==> config.mk <==
export PLATFORM = sky130hd
export DESIGN_NAME = r_ptr_ctrl
export DESIGN_NICKNAME = d
export VERILOG_FILES = /design/src/rtl/async_fifo_pkg.sv /design/src/rtl/gray2bin.sv /design/src/rtl/r_ptr_ctrl.sv
export SDC_FILE = /design/constraint.sdc
export NUM_CORES = 1
export LEC_CHECK = 0
export CAP_MARGIN = 30
export CORE_UTILIZATION = 45
export CTS_CLUSTER_SIZE = 20
export DETAILED_ROUTE_END_ITERATION = 8
export GPL_ROUTABILITY_DRIVEN = 0
export HOLD_SLACK_MARGIN = 0.06
export PLACE_DENSITY = 0.83
export SLEW_MARGIN = 20
export SYNTH_ARGS = -nofsm -noshare
export SYNTH_HDL_FRONTEND = slang
export SYNTH_SLANG_ARGS = --single-unit
==> constraint.sdc <==
create_clock -name r_clk -period 5 [get_ports r_clk]
set_input_delay 1.5 -clock r_clk [delete_from_list [all_inputs] [get_ports r_clk]]
set_output_delay 1.5 -clock r_clk [all_outputs]
set_load 0.01 [all_outputs]
==> src/rtl/async_fifo_pkg.sv <==
// ============================================================================
// Module : async_fifo_pkg
// Brief  : Shared async-FIFO sizing constants and Gray/binary conversions.
// Rev    : 1.0  initial release
// ============================================================================
`default_nettype none

package async_fifo_pkg;

  localparam int ADDR_W = 6;
  localparam int PTR_W  = ADDR_W + 1;
  localparam int DEPTH  = 1 << ADDR_W;

  function automatic logic [PTR_W-1:0] bin2gray(input logic [PTR_W-1:0] b);
    return b ^ (b >> 1);
  endfunction

  function automatic logic [PTR_W-1:0] gray2bin(input logic [PTR_W-1:0] g);
    logic [PTR_W-1:0] b;
    b[PTR_W-1] = g[PTR_W-1];
    for (int i = PTR_W - 2; i >= 0; i--) begin
      b[i] = b[i+1] ^ g[i];
    end
    return b;
  endfunction

endpackage

`default_nettype wire

==> src/rtl/gray2bin.sv <==
// ============================================================================
// Module : gray2bin
// Brief  : Width-generic Gray-to-binary converter (purely combinational).
// Rev    : 1.0  initial release
// ============================================================================
`default_nettype none

module gray2bin #(
  parameter int W = 7
) (
  input  logic [W-1:0] i_gray,
  output logic [W-1:0] o_bin
);

  // Each binary bit is the parity of all Gray bits at or above it.
  for (genvar i = 0; i < W; i++) begin : g_bit
    assign o_bin[i] = ^i_gray[W-1:i];
  end

endmodule

`default_nettype wire

==> src/rtl/r_ptr_ctrl.sv <==
// ============================================================================
// Module : r_ptr_ctrl
// Brief  : Async-FIFO read-side pointer controller (r_clk domain). Define
//          R_PTR_LEVEL_EN to build the fill-level / almost-empty logic.
// Rev    : 1.0  initial release
// ============================================================================
`default_nettype none

module r_ptr_ctrl
  import async_fifo_pkg::*;
#(
  parameter int ADDR_W    = 6,
  parameter int AEMPTY_TH = 4
) (
  input  logic              r_clk,
  input  logic              r_rst,
  input  logic              r_en,
  input  logic [ADDR_W:0]   w_ptr_g_sync,
  output logic              r_empty,
  output logic [ADDR_W:0]   r_ptr_g,
  output logic [ADDR_W-1:0] r_addr,
  output logic              r_valid,
  output logic              r_udf,
  output logic [ADDR_W:0]   r_level,
  output logic              r_aempty
);

  localparam int c_PTR_W = ADDR_W + 1;

  logic [ADDR_W:0] r_ptr_b;
  logic [ADDR_W:0] w_ptr_b_nxt;
  logic [ADDR_W:0] w_ptr_g_nxt;
  logic [ADDR_W:0] w_ptr_b_sync;
  logic            w_rd_acc;

  gray2bin #(.W(c_PTR_W)) u_w_ptr_g2b (
    .i_gray (w_ptr_g_sync),
    .o_bin  (w_ptr_b_sync)
  );

  assign w_rd_acc    = r_en & ~r_empty;
  assign w_ptr_b_nxt = r_ptr_b + {{ADDR_W{1'b0}}, w_rd_acc};
  // Gray is derived from the next pointer so the exported register flips one bit per edge.
  assign w_ptr_g_nxt = w_ptr_b_nxt ^ (w_ptr_b_nxt >> 1);
  assign r_addr      = r_ptr_b[ADDR_W-1:0];

  always_ff @(posedge r_clk or posedge r_rst) begin
    if (r_rst) begin
      r_ptr_b <= '0;
      r_ptr_g <= '0;
      r_empty <= 1'b1;
      r_valid <= 1'b0;
      r_udf   <= 1'b0;
    end else begin
      r_ptr_b <= w_ptr_b_nxt;
      r_ptr_g <= w_ptr_g_nxt;
      r_empty <= (w_ptr_b_sync == w_ptr_b_nxt);
      r_valid <= w_rd_acc;
      r_udf   <= r_en & r_empty;
    end
  end

`ifdef R_PTR_LEVEL_EN
  localparam logic [ADDR_W:0] c_AEMPTY_TH = c_PTR_W'(AEMPTY_TH);

  logic [ADDR_W:0] w_level_nxt;

  assign w_level_nxt = w_ptr_b_sync - w_ptr_b_nxt;

  always_ff @(posedge r_clk or posedge r_rst) begin
    if (r_rst) begin
      r_level  <= '0;
      r_aempty <= 1'b1;
    end else begin
      r_level  <= w_level_nxt;
      r_aempty <= (w_level_nxt <= c_AEMPTY_TH);
    end
  end
`else
  assign r_level  = '0;
  assign r_aempty = r_empty;
`endif

endmodule

`default_nettype wire

# --- Yosys cells after proc, flatten, opt, wreduce, memory -nomap -nowiden ---
# Cells that the tools add are included.
totals:
  reg_bits: 17
  in_bits: 10
  output_inout_bits: 24
  elab_cells: 17
classes:
  addsub: 1
  n_eq_ne: 1
  bitwise_logic: 4
  reduce_logical: 6
ops:
  columns: ["op", "n"]
  rows:
  - ["7-bit by 1-bit adder with 7-bit output", 1]
  - ["7-bit equality test", 1]
  - ["7-bit XOR reduction", 1]
  - ["7-bit by 6-bit XOR with 7-bit output", 1]
  - ["6-bit XOR reduction", 1]
  - ["5-bit XOR reduction", 1]
  - ["4-bit XOR reduction", 1]
  - ["3-bit XOR reduction", 1]
  - ["1-bit bitwise AND", 2]
  - ["2-bit XOR reduction", 1]
  - ["1-bit inverter", 1]

# --- Depth between registers and ports, before layout ---
depth:
  depth_word: 4
  mapped_depth: 8
  depth_no_buf: 8

# --- Hierarchy ---
# A second synthesis with hierarchy kept.
unflattened:
  hier_cells: 76
  hier_area_um2: 918.4
by_module_without_submodules:
  columns: ["mod", "n_inst", "cells_per_inst", "area_per_inst_um2", "seq_area_each_um2"]
  rows:
  - ["r_ptr_ctrl", 1, 65, 813.3, 401.6]
  - ["gray2bin", 1, 11, 105.1, 0.0]

# --- Least setup slack after synthesis ---
# No wires, ideal clock.
synth_path:
  path_type: "input port to flip-flop"
  from: "in r_en"
  to: "reg r_empty (netlist: r_aempty)"
  setup_ps: 97
  arrival_time_ps: 3123
  required_ps: 4903
  path_slack_ps: 1780
  cell_stages: 7
  path_buffers: 0
  path_cell_list: "nor2b_1 > ha_1 > ha_1 > xnor2_1 > or3_1 > o221a_1 > nor4_1"
synth_between:
  elab_chain_cells: 3
synth_rtl:
  columns: ["element", "line", "text"]
  rows:
  - ["start, declared", "r_ptr_ctrl.sv:17", "input logic r_en,"]
  - ["1-bit bitwise AND", "r_ptr_ctrl.sv:41", "assign w_rd_acc = r_en & ~r_empty;"]
  - ["7-bit by 1-bit adder with 7-bit output", "r_ptr_ctrl.sv:42", "assign w_ptr_b_nxt = r_ptr_b + {{ADDR_W{1'b0}}, w_rd_acc};"]
  - ["net w_ptr_b_nxt[1]", "r_ptr_ctrl.sv:31", "logic [ADDR_W:0] w_ptr_b_nxt;"]
  - ["7-bit equality test", "r_ptr_ctrl.sv:57", "r_empty <= (w_ptr_b_sync == w_ptr_b_nxt);"]
  - ["end signal, assigned", "r_ptr_ctrl.sv:57", null]
  - ["end, declared", "r_ptr_ctrl.sv:19", "output logic r_empty,"]
# The timed path passes the listed nets, and every way through them passes these cells.

# --- Final worst setup path ---
layout_path:
  from: "in r_en"
  to: "reg r_empty (netlist: r_aempty)"
layout_between:
  elab_chain_cells: 3
layout_rtl:
  columns: ["element", "line", "text"]
  rows:
  - ["1-bit bitwise AND", "r_ptr_ctrl.sv:41", null]
  - ["net w_rd_acc", "r_ptr_ctrl.sv:34", "logic w_rd_acc;"]
  - ["7-bit by 1-bit adder with 7-bit output", "r_ptr_ctrl.sv:42", null]
  - ["net w_ptr_b_nxt[1]", "r_ptr_ctrl.sv:31", null]
  - ["7-bit equality test", "r_ptr_ctrl.sv:57", null]
# The timed path passes the listed nets, and every way through them passes these cells.

==> summary.txt <==
Critical path
  • Crit start category: primary input
  • Critical Path Sink Type: flip-flop
  • Slowest cell delay on critical path: 0.47 ns
  • Delay-heaviest family, CP: simple AND/OR/NAND/NOR gates
  • Worst R2R Start: r_aempty
  • WP data required: 5.19 ns
  • WP data arrival: 3.70 ns
  • Cell repeated most along the worst path: ha_1
  • Reg2Reg Depth: 7
  • R2R setup slack: 2.68 ns
  • CP max-delay cell: clkdlybuf4s50_1
  • R2r endpoint: r_aempty
  • Critical path buffers and inverters: 1
  • WS Path Type: primary input to flip-flop
  • Worst Path Max Fanout: 4
  • CP Cell Sequence: clkdlybuf4s50_1, nor2b_1, ha_1, ha_1, xnor2_1, or3_1, o221a_1, nor4_1

Synthesis
  • Async SR Flop Fraction: 1.00
  • Register area share after synthesis: 0.473
  • Post-synth top area share: 0.442
  • Number of synthesized flops with an enable pin: 0
  • Main flop type after synthesis: dfrtp_1
  • Number of distinct library cells after synthesis: 25
  • Post-synthesis instance area: 848 µm²
  • Area contributors post-synth: dfrtp_1 (44%), xnor2_1 (9.3%), buf_4 (7.1%)
  • Most common cell in the synthesized netlist: dfrtp_1
  • Cell count after synthesis: 74
  • Top cells by count, synth: dfrtp_1 (15), xnor2_1 (9), buf_4 (8)
  • Yosys reg bits: 16
  • Dominant cell type by area after synthesis: dfrtp_1
  • Synth Warn #: 0
  • Synth Area per Inst: 11.5 µm²

Layout
  • # fillers: 147
  • Multi-input gate area: 390 µm²
  • Final nets: 115
  • FF/Latch Area: 402 µm²
  • Share of cells above drive strength 1: 0.0980
  • P&R area growth vs syn: 34.2%
  • Final instance area: 1140 µm²
  • ANT cells: 0

Floorplan
  • Initial core utilization: 0.486
  • Die Y: 45.4 µm
  • Num rows: 15
  • Die Footprint: 2060 µm²
  • Chip width: 45.4 µm
  • Top Ports: 34
  • Placeable Area: 1750 µm²

Worst hold path
  • Worst min path class: flip-flop to flip-flop
  • Hold path start: r_aempty
  • WHS Path Cells: 1
  • Hold path endpoint: r_udf

Pwr
  • P_leak: 0.000503 µW
  • Net Sw Frac: 0.350
  • Net Sw Power: 224 µW
  • Cell Pwr Density: 562 nW/µm²
  • VDD IR max: 0.000243 V
  • Combinational share of power: 0.528
  • Clock power frac: 0.129
  • Internal: 416 µW
  • Power share of the sequential group: 0.343

Routing
  • Antenna viol nets, final: 0
  • DRC: 0
  • DRT iter0 DRCs: 3
  • Total number of vias: 582
  • Pre-antenna DRT Iters: 2
  • Avg Vias per Cell: 4.58
  • Final wirelength: 1.32 mm
  • Post-DR wirelength/cell: 10.4 µm

Clock tree
  • H-tree levels: 1
  • Clock-pin slew of the registers on the worst-case setup and hold paths: 0.09 ns
  • Clock insertion delay at the later pin of the skew report: 0.28 ns
  • Cts bufs inserted: 3
  • Sink Count: 16
  • Cts hold-fix bufs: 0
  • CTS Root Buffer Type: clkbuf_4
  • CTS tree: yes
  • Cts repair resizes: 0
  • Postcts setup bufs: 0
  • CTS Buffer Depth: 2

STA
  • Final setup viols: 0
  • RSZ-0062 raised after global routing: false
  • Setup WS post-layout: 1.50 ns
  • Final Max Slew Viols: 0
  • Fin crit period: 3.50 ns
  • Setup TNS: 0 ns
  • Layout Skew: 0.00187 ns
  • Final Cycle Share: 0.700
  • Worst-margin pin slew: 0.561 ns
  • F_max: 0.286 GHz
  • Final-report hold violation count: 0
  • Worst slew margin: 0.625

GRT
  • GRT overflow: 0
  • Largest net degree at the start of global routing: 17
  • First-pass GRT wire length: 1.99 mm
  • Gr usage total: 0.144
  • Vias in the first global route: 499
  • Initial antenna violation count: 0

Placement
  • Pre-CTS setup slack: 1.21 ns
  • # port buffers: 26
  • Cell Area, Placed: 1100 µm²
  • Detailed Place HPWL: 1.08 mm

Job
  • Max cap viols: 0

Run status
  • Status: complete, no violations
## registers in the layout, summed over array words and instances (netlist names)
signal	count
r_ptr_b	7
r_aempty	1
r_udf	1
r_ptr_g	6
r_valid	1
## power by group through the flow
stage	clock network, µW	logic, µW	registers (µW)
after floorplan	0	181	245
after global placement	0	329	221
after detailed placement	0	340	223
after CTS	83.9	341	221
after global routing	89.4	368	226
final	82.4	338	220
## worst max path at each step
stage / cells past startpoint / from / slack (ns) / to
after CTS: 8 / r_en / 1.50 / r_aempty
after global placement: 8 / r_en / 1.28 / r_aempty
final: 8 / r_en / 1.50 / r_aempty
after detailed placement: 8 / r_en / 1.21 / r_aempty
after floorplan: 7 / r_en / 1.78 / r_aempty
after global routing: 8 / r_en / 1.39 / r_aempty
## stage by stage
step / hold slack (ns) / utilization / power (µW) / cells
3_3_place_gp: 0.554 / 0.632 / 550 / 123
3_5_place_dp: 0.556 / 0.632 / 563 / 123
6_report: 0.565 / 0.652 / 640 / 127
2_1_floorplan: 0.554 / - / 425 / 80
5_1_grt: 0.580 / 0.652 / 684 / 127
4_1_cts: 0.569 / 0.652 / 646 / 127
## metal layers
layer	vias to the layer above	GRT usage	wire, µm
li1	291	-	-
met1	261	0.157	531
met2	26	0.254	696
met3	4	0.0238	65
met4	0	0.0909	26
met5	-	0	0
## cell families (layout without fill, tap and decap cells)
kind of cell | Yosys count | count (layout) | share of synthesized area
fa+ha+maj | 2 | 2 | 0.0295
flops | 16 | 16 | 0.473
compound gates | 8 | 8 | 0.0767
other cells | 1 | 7 | 0.00442
simple gates | 17 | 17 | 0.117
buf+inv | 13 | 35 | 0.0929
xor+xnor | 17 | 17 | 0.207
## layout by cell type (no fill, tap or decap)
master and instances:
or2_2 2, clkdlybuf4s50_1 26, o221a_1 2, dfrtp_1 15, nand3_2 1, conb_1 7, o21a_1 2, and2_1 2
clkbuf_8 1, nor2b_1 1, and3_1 1, ha_1 2, xor3_4 1, dfstp_2 1, a221oi_1 2, nor3_1 2
clkbuf_4 3, xnor2_2 1, nand3_1 3, a21oi_1 1, nor4_1 1, xnor2_1 9, nand2_1 2, or3_1 2
xor2_1 6, inv_1 5, o21ai_0 1
## layout make-up
| type | count | share of cell area |
|---|---|---|
| clock buffer | 4 | 0.0319 |
| tap | 25 | 0.0275 |
| timing repair buffer | 26 | 0.229 |
| inverter | 5 | 0.0165 |
| sequential | 16 | 0.353 |
| multi-input combinational | 51 | 0.343 |
(Power assumes the default switching activity.)
